$ cat src/rtl/brake_light_ctrl.sv
// Brake / turn / hazard lamp controller with brake peak-hold and dim power indicator.
// All outputs are registered; next-state logic is a single combinational block.
module brake_light_ctrl #(
    parameter int LAMPS       = 3,
    parameter int PWM_BITS    = 6,
    parameter int DIM_DUTY    = 1,
    parameter int BLINK_DIV   = 1000000,
    parameter int HOLD_CYCLES = 500000
) (
    input  logic             sys_clk,
    input  logic             reset,
    input  logic             pwr,
    input  logic [1:0]       brake_intensity,
    input  logic             brake_valid,
    input  logic             turn_left,
    input  logic             turn_right,
    output logic [LAMPS-1:0] lamp_left,
    output logic [LAMPS-1:0] lamp_right,
    output logic             lamp_middle,
    output logic [2:0]       mode
);

    typedef enum logic [2:0] {
        OFF    = 3'd0,
        IDLE   = 3'd1,
        BRAKE  = 3'd2,
        TURN_L = 3'd3,
        TURN_R = 3'd4,
        HAZARD = 3'd5
    } state_t;

    localparam int HW = (HOLD_CYCLES < 2) ? 1 : $clog2(HOLD_CYCLES + 1);
    localparam int BW = $clog2(BLINK_DIV);
    localparam int HALF = (LAMPS + 1) / 2;
    localparam logic [HW-1:0] HOLD_LD = HW'(HOLD_CYCLES);
    localparam logic [BW-1:0] BLINK_LAST = BW'(BLINK_DIV - 1);
    localparam logic [31:0] DUTY = 32'(DIM_DUTY);

    state_t            state_q, state_d;
    logic [1:0]        req_q, req_d;
    logic [1:0]        disp_q, disp_d;
    logic [HW-1:0]     hold_q, hold_d;
    logic [BW-1:0]     presc_q, presc_d;
    logic              phase_q, phase_d;
    logic [PWM_BITS-1:0] pwm_q, pwm_d;
    logic [LAMPS-1:0]  left_q, left_d;
    logic [LAMPS-1:0]  right_q, right_d;
    logic              mid_q, mid_d;
    logic [LAMPS-1:0]  mask;
    logic [LAMPS-1:0]  flash;
    logic              dim_on;

    function automatic logic [LAMPS-1:0] lvl_mask(input logic [1:0] lvl);
        logic [LAMPS-1:0] m;
        m = '0;
        for (int i = 0; i < LAMPS; i++) begin
            m[i] = (lvl == 2'd3) ||
                   (lvl == 2'd2 && i < HALF) ||
                   (lvl == 2'd1 && i == 0);
        end
        return m;
    endfunction

    function automatic logic is_blink(input state_t s);
        return (s == TURN_L) || (s == TURN_R) || (s == HAZARD);
    endfunction

    assign dim_on = ({{(32-PWM_BITS){1'b0}}, pwm_q} < DUTY);

    // Next-state: level capture, peak-hold, mode priority, blink and lamp bars
    always_comb begin
        req_d   = brake_valid ? brake_intensity : req_q;
        disp_d  = disp_q;
        hold_d  = hold_q;
        presc_d = presc_q;
        phase_d = phase_q;
        pwm_d   = pwm_q + 1'b1;
        state_d = OFF;
        if (!pwr) begin
            disp_d  = '0;
            hold_d  = '0;
            presc_d = '0;
            pwm_d   = '0;
        end else begin
            if (req_d >= disp_q) begin
                disp_d = req_d;
                hold_d = HOLD_LD;
            end else if (hold_q == '0) begin
                disp_d = req_d;
            end else begin
                hold_d = hold_q - 1'b1;
            end
            if (turn_left && turn_right) state_d = HAZARD;
            else if (turn_left)          state_d = TURN_L;
            else if (turn_right)         state_d = TURN_R;
            else if (disp_d != 2'd0)     state_d = BRAKE;
            else                         state_d = IDLE;
            if (is_blink(state_d) && !is_blink(state_q)) begin
                presc_d = '0;
                phase_d = 1'b1;
            end else if (presc_q == BLINK_LAST) begin
                presc_d = '0;
                phase_d = ~phase_q;
            end else begin
                presc_d = presc_q + 1'b1;
            end
        end
        mask    = lvl_mask(disp_d);
        flash   = {LAMPS{phase_d}};
        left_d  = '0;
        right_d = '0;
        mid_d   = 1'b0;
        unique case (state_d)
            IDLE:    mid_d = dim_on;
            BRAKE: begin
                left_d  = mask;
                right_d = mask;
            end
            TURN_L: begin
                left_d  = flash;
                right_d = mask;
            end
            TURN_R: begin
                left_d  = mask;
                right_d = flash;
            end
            HAZARD: begin
                left_d  = flash;
                right_d = flash;
            end
            default: ;
        endcase
    end

    // State and registered outputs
    always_ff @(posedge sys_clk or posedge reset) begin
        if (reset) begin
            state_q <= OFF;
            req_q   <= '0;
            disp_q  <= '0;
            hold_q  <= '0;
            presc_q <= '0;
            phase_q <= 1'b0;
            pwm_q   <= '0;
            left_q  <= '0;
            right_q <= '0;
            mid_q   <= 1'b0;
        end else begin
            state_q <= state_d;
            req_q   <= req_d;
            disp_q  <= disp_d;
            hold_q  <= hold_d;
            presc_q <= presc_d;
            phase_q <= phase_d;
            pwm_q   <= pwm_d;
            left_q  <= left_d;
            right_q <= right_d;
            mid_q   <= mid_d;
        end
    end

    assign lamp_left   = left_q;
    assign lamp_right  = right_q;
    assign lamp_middle = mid_q;
    assign mode        = state_q;

endmodule

$ cat config.mk
export PLATFORM = sky130hd
export DESIGN_NAME = brake_light_ctrl
export DESIGN_NICKNAME = d
export VERILOG_FILES = /design/src/rtl/brake_light_ctrl.sv
export SDC_FILE = /design/constraint.sdc
export NUM_CORES = 1
export LEC_CHECK = 0
export BUFFER_PORTS_ARGS = -buffer_cell sky130_fd_sc_hd__clkbuf_2
export CAP_MARGIN = 20
export CORE_MARGIN = 4
export CORE_UTILIZATION = 45
export CTS_CLUSTER_SIZE = 25
export DETAILED_ROUTE_END_ITERATION = 7
export PLACE_DENSITY = 0.7
export SYNTH_ARGS = -nofsm -noshare
export SYNTH_HDL_FRONTEND = slang
export SYNTH_SLANG_ARGS = --single-unit
export TNS_END_PERCENT = 5
$ cat constraint.sdc
create_clock -name sys_clk -period 4.7 [get_ports sys_clk]
set_clock_uncertainty 0.1 [all_clocks]
set_input_delay 0.705 -clock sys_clk [delete_from_list [all_inputs] [get_ports sys_clk]]
set_output_delay 0.705 -clock sys_clk [all_outputs]
set_load 0.01 [all_outputs]
# Word level (Yosys, flattened, before mapping)
# Cells that the tools add are included.
# op_classes
reduce_logical	15
addsub	3
magnitude_cmp	2
bitwise_logic	1
muxes	24
n_eq_ne	16
# op_table
op	n
20-bit 2-to-1 mux	3
19-bit 2-to-1 mux	3
20-bit by 1-bit adder with 20-bit output, second input constant	1
20-bit == test, second input constant	1
19-bit zero test	1
19-bit by 1-bit subtractor with 19-bit output, second input constant	1
3-bit == test, second input constant	6
3-bit 2-to-1 mux	5
3-bit by 2-bit == test with 1-bit output, second input constant	4
2-bit 2-to-1 mux	6
3-bit case mux with 2 select lines	2
2-bit OR reduction	4
6-bit by 1-bit adder with 6-bit output, second input constant	1
1-bit logical OR	6
6-bit by 1-bit less-than comparator with 1-bit output, second input constant	1
6-bit 2-to-1 mux	1
2-bit == test, second input constant	2
1-bit 2-to-1 mux	4
3-bit by 1-bit == test with 1-bit output, second input constant	1
3-bit inequality test, second input constant	1
2-bit by 1-bit == test with 1-bit output, second input constant	1
2-bit greater-or-equal comparator	1
1-bit logical AND	2
2-bit nonzero test	1
other kinds (2)	2
# word_totals
word_cells	71
inputBits	8
ff_bits	60
output_inout_bits	10

# Longest topological paths before layout
# logic_depth
ltp_word	17
depth_mapped	7
depth_no_buf	7

# Worst setup path before layout
# No wires, ideal clock.
# synth_path
kind	in2reg
from	input brake_valid
to	register mid_q (netlist: lamp_middle)
setup_ps	67
path_stages	7
required_time_ps	4533
path_buffers	0
t_arrival_ps	2416
path_slack_ps	2118
path_cell_list	mux2i_1 -> ha_1 -> nand2b_1 -> a21oi_1 -> o21ai_2 -> a211oi_2 -> and3_1
# synth_between
elab_chain_cells	13
word_cells_on_any_way	14
classes_between	order compare (1); eq/ne (1); mux (11); reduce/logical (1)
# synth_lines
element	line	text
start: declaration	14	input logic brake_valid,
2-bit 2-to-1 mux *	72	req_d = brake_valid ? brake_intensity : req_q;
2-bit greater-or-equal comparator / 2-bit 2-to-1 mux (equally long branches)	85, 88	
2-bit 2-to-1 mux *	85	if (req_d >= disp_q) begin
2-bit 2-to-1 mux *	79	if (!pwr) begin
2-bit nonzero test *	96	else if (disp_d != 2'd0) state_d = BRAKE;
2-bit 2-to-1 mux *	96	
3-bit 2-to-1 mux *	95	else if (turn_right) state_d = TURN_R;
3-bit 2-to-1 mux *	94	else if (turn_left) state_d = TURN_L;
3-bit 2-to-1 mux *	93	if (turn_left && turn_right) state_d = HAZARD;
3-bit 2-to-1 mux * (2 in series)	79	
3-bit by 1-bit == test with 1-bit output *	113	unique case (state_d)
1-bit 2-to-1 mux *	113	
net mid_d	48	logic mid_q, mid_d;
end signal: assignment	158	mid_q <= mid_d;
end: declaration	48	
# The timed path passes the listed nets; every way through them passes the cells marked *. The select of a mux whose other input is x is not followed.
# A chain may end at the register's enable or synchronous reset.

# Worst setup path after layout
# layout_path
from	input brake_valid
to	register hold_q[6]
# layout_between
elab_chain_cells	4
word_cells_on_any_way	5
classes_between	order compare (1); eq/ne (1); mux (3)
# layout_lines
element	line	text
2-bit 2-to-1 mux *	72	
2-bit greater-or-equal comparator *	85	
19-bit 2-to-1 mux	85	
19-bit 2-to-1 mux	79	
end signal: assignment	152	hold_q <= hold_d;
end: declaration	42	logic [HW-1:0] hold_q, hold_d;
# Mark *: on every way between the ends. The rest lies on a longest branch, timed or not.

==> impl_metrics.env <==
export IMPL_rows=29
export IMPL_path_cells="clkbuf_2, mux2i_1, ha_1, nand2b_1, a21oi_1, nand2_1, nor2_1, mux2_2"
export IMPL_fp_dieH_um=90.3
export IMPL_dp_cells=393
export IMPL_layoutNonFillerInstCount=409
export IMPL_coreArea_mm2=0.00646
export IMPL_worst_pin_slew_ns=0.766
export IMPL_initial_core_util_pct=47.2
export IMPL_htree_num_levels=3
export IMPL_drt_wl_total_um=5830
export IMPL_final_max_slew_viol_count=0
export IMPL_syn_instance_count=307
export IMPL_timing_hold_ws_ns=0.289
export IMPL_cap_viol_max_count=0
export IMPL_peakVddDrop_uv=211
export IMPL_grt_pass1_vias=2193
export IMPL_holdCritPathClass="input port to async pin"
export IMPL_area_delta_synth_final_pct=11.9
export IMPL_setup_tns_ns=0
export IMPL_postRouteAntennaNets=0
export IMPL_vias=2209
export IMPL_period_minus_slack_ns=2.73
export IMPL_path_clk_slew_ns=0.07
export IMPL_power_leakage_nw=1.50
export IMPL_track_usage_pct=15.5
export IMPL_drtPass1Iterations=4
export IMPL_hold_viol_final=0
export IMPL_routedWlPerCell_um=14.3
export IMPL_status="finished, final reports clean"
export IMPL_cpMaxStageDelayCell="a21oi_1"
export IMPL_worstSetupPathType="input port to flop"
export IMPL_pin_count=18
export IMPL_busiest_layer="met2"
export IMPL_antenna_cells=0
export IMPL_dp_hpwl_um=3940
export IMPL_nNetsFinal=342
export IMPL_gr_usage_met2_pct=23.8
export IMPL_rsz0062_at_grt="false"
export IMPL_crit_path_max_incr_delay_ns=0.58
export IMPL_use_met3_pct=4.17
export IMPL_die_x_um=90.3
export IMPL_ctsHoldBuffers=0
export IMPL_async_flop_share_pct=100
export IMPL_syn_area_mm2=0.00305
export IMPL_drtIter0Drc=118
export IMPL_yosys_register_bits=60
export IMPL_power_density_mw_per_mm2=416
export IMPL_yosysSeqAreaShare_pct=49.2
export IMPL_vias_per_cell=5.40
export IMPL_worstPathArrival_ns=2.91
export IMPL_finalSetupViolations=0
export IMPL_max_freq_ghz=0.367
export IMPL_slew_headroom_pct=48.8
export IMPL_grt_pass1_wl_um=10300
export IMPL_cts_tree="done"
export IMPL_cp_end_kind="flop"
export IMPL_postLayoutCoreUtil_pct=52.9
export IMPL_postCtsSetupBuffers=0
export IMPL_cts_buffer_depth=2
export IMPL_cts_resized=0
export IMPL_clock_sinks=60
export IMPL_worstSkewPairLatency_ns=0.34
export IMPL_path_buf_inv=1
export IMPL_critPathTopFamily="simple AND/OR/NAND/NOR gates"
export IMPL_cp_max_fo=12
export IMPL_root_buffer="clkbuf_8"
export IMPL_synth_flop_cell="dfrtp_1"
export IMPL_yosysWarnings=0
export IMPL_synth_edf_count=0
export IMPL_place_ws_ns=1.67
export IMPL_grt_util_met1_pct=20.9
export IMPL_fillers=583
export IMPL_cp_required_ns=4.89
export IMPL_synth_distinct_cells=46
export IMPL_gp_congestion=0.862
export IMPL_setup_ws_ns=1.97
export IMPL_cts_buffers=9
export IMPL_antenna_found_initial=0
export IMPL_gr_total_overflow=0
export IMPL_period_share_pct=58.0
export IMPL_port_buffers=17
export IMPL_synth_fp_nets=322
export IMPL_die_area_mm2=0.00816
export IMPL_drc=0
export IMPL_syn_avg_cell_area_um2=9.94
export IMPL_layout_drive_gt1_share_pct=14.2
export IMPL_startpoint_type="input port"
export IMPL_grt_max_degree=36
[stage by stage]
stage / total power, mW / cell area [um2]
finish: 1.42 / 3410
CTS: 1.43 / 3410
floorplan: 0.850 / 3050
global placement: 0.899 / 3190
detailed placement: 0.904 / 3190
global route: 1.50 / 3410
[final timing paths]
kind                             start    endpoint  slack [ns]  cells past startpoint
max                        brake_valid   hold_q[6]        1.97                      8
min                              reset   hold_q[1]        0.29                      2
max reg2reg                   req_q[0]   hold_q[6]        2.13                      7
min reg2reg                   pwm_q[0]    pwm_q[0]        0.39                      1
max in group asynchronous        reset  hold_q[17]        3.36                      3
min in group sys_clk          pwm_q[0]    pwm_q[0]        0.39                      1
[final cells by class]
cell class | instances | area, um2 | share of cell area [%]
Sequential cell | 60 | 1500 | 44.0
Multi-Input combinational cell | 224 | 1450 | 42.4
Clock buffer | 9 | 124 | 3.63
Clock inverter | 7 | 100 | 2.93
Tap cell | 77 | 96.3 | 2.82
Timing Repair Buffer | 18 | 92.6 | 2.71
Inverter | 14 | 52.6 | 1.54
[layer usage]
metal,share of wire (%),vias to the layer above
met5,0,-
met4,0.58,0
met3,3.1,4
met2,47,35
met1,49,1056
li1,-,1114
[kinds of logic after synthesis]
group | Yosys count | share of synthesized area, %
and+or+nand+nor | 139 | 23.6
DFF | 60 | 49.2
AOI/OAI and AO/OA | 36 | 8.57
xor gates and xnor gates | 35 | 10.0
buffers and inverters | 23 | 3.32
muxes | 7 | 2.38
adders and majority gates | 7 | 2.87
[synthesized netlist by cell type, types with 4 or more instances]
cell type   n  area (um2)
dfrtp_1    60        1500
clkbuf_1    7        26.3
nor3_1     11        55.1
nor4b_1     4        35.0
a21oi_1     9        45.0
nand4_1     9        56.3
ha_1        7        87.6
xor2_1     20         175
o21ai_0     4        20.0
mux2i_1     5        50.1
nand2_1    18        67.6
inv_1      14        52.6
nand3_1    13        65.1
and3_1      5        31.3
o211ai_1    7        52.6
nor2_1     54         203
xnor2_1    15         131
nor4_1      4        25.0
[flip-flops by register name, summed over array words and instances, names as in the netlist]
signal       count
phase_q          1
disp_q           2
pwm_q            6
hold_q          19
req_q            2
lamp_middle      1
mode             3
lamp_right       3
lamp_left        3
presc_q         20
[where the power goes]
part	total, mW	switching [mW]	internal [mW]
Sequential	0.599	0.0416	0.558
Clock	0.521	0.220	0.302
Combinational	0.299	0.176	0.123
Total	1.42	0.437	0.982
[cells in the final DEF (no fill, tap or decap), drive strengths merged, types with 2 or more instances in the layout]
cell	instances
a211oi	4
a21oi	9
and3	5
and4	3
bufinv	2
clkbuf	26
clkinv	4
dfrtp	60
ha	7
inv	15
mux2	2
mux2i	5
nand2	18
nand2b	3
nand3	13
nand4	9
nor2	54
nor3	11
nor3b	2
nor4	5
nor4b	5
o211ai	7
o21ai	6
o21ba	2
o31ai	2
or2	2
or3	2
or4	3
xnor2	15
xor2	20
[worst register-to-register path: stages, from the launching register on]
cell and delay, ns:
dfrtp_1 0.36, mux2i_1 0.23, ha_1 0.27, nand2b_1 0.13, a21oi_1 0.58, nand2_1 0.44, nor2_1 0.22, mux2_2 0.17
No activity file was read; power rests on OpenSTA's default activity.
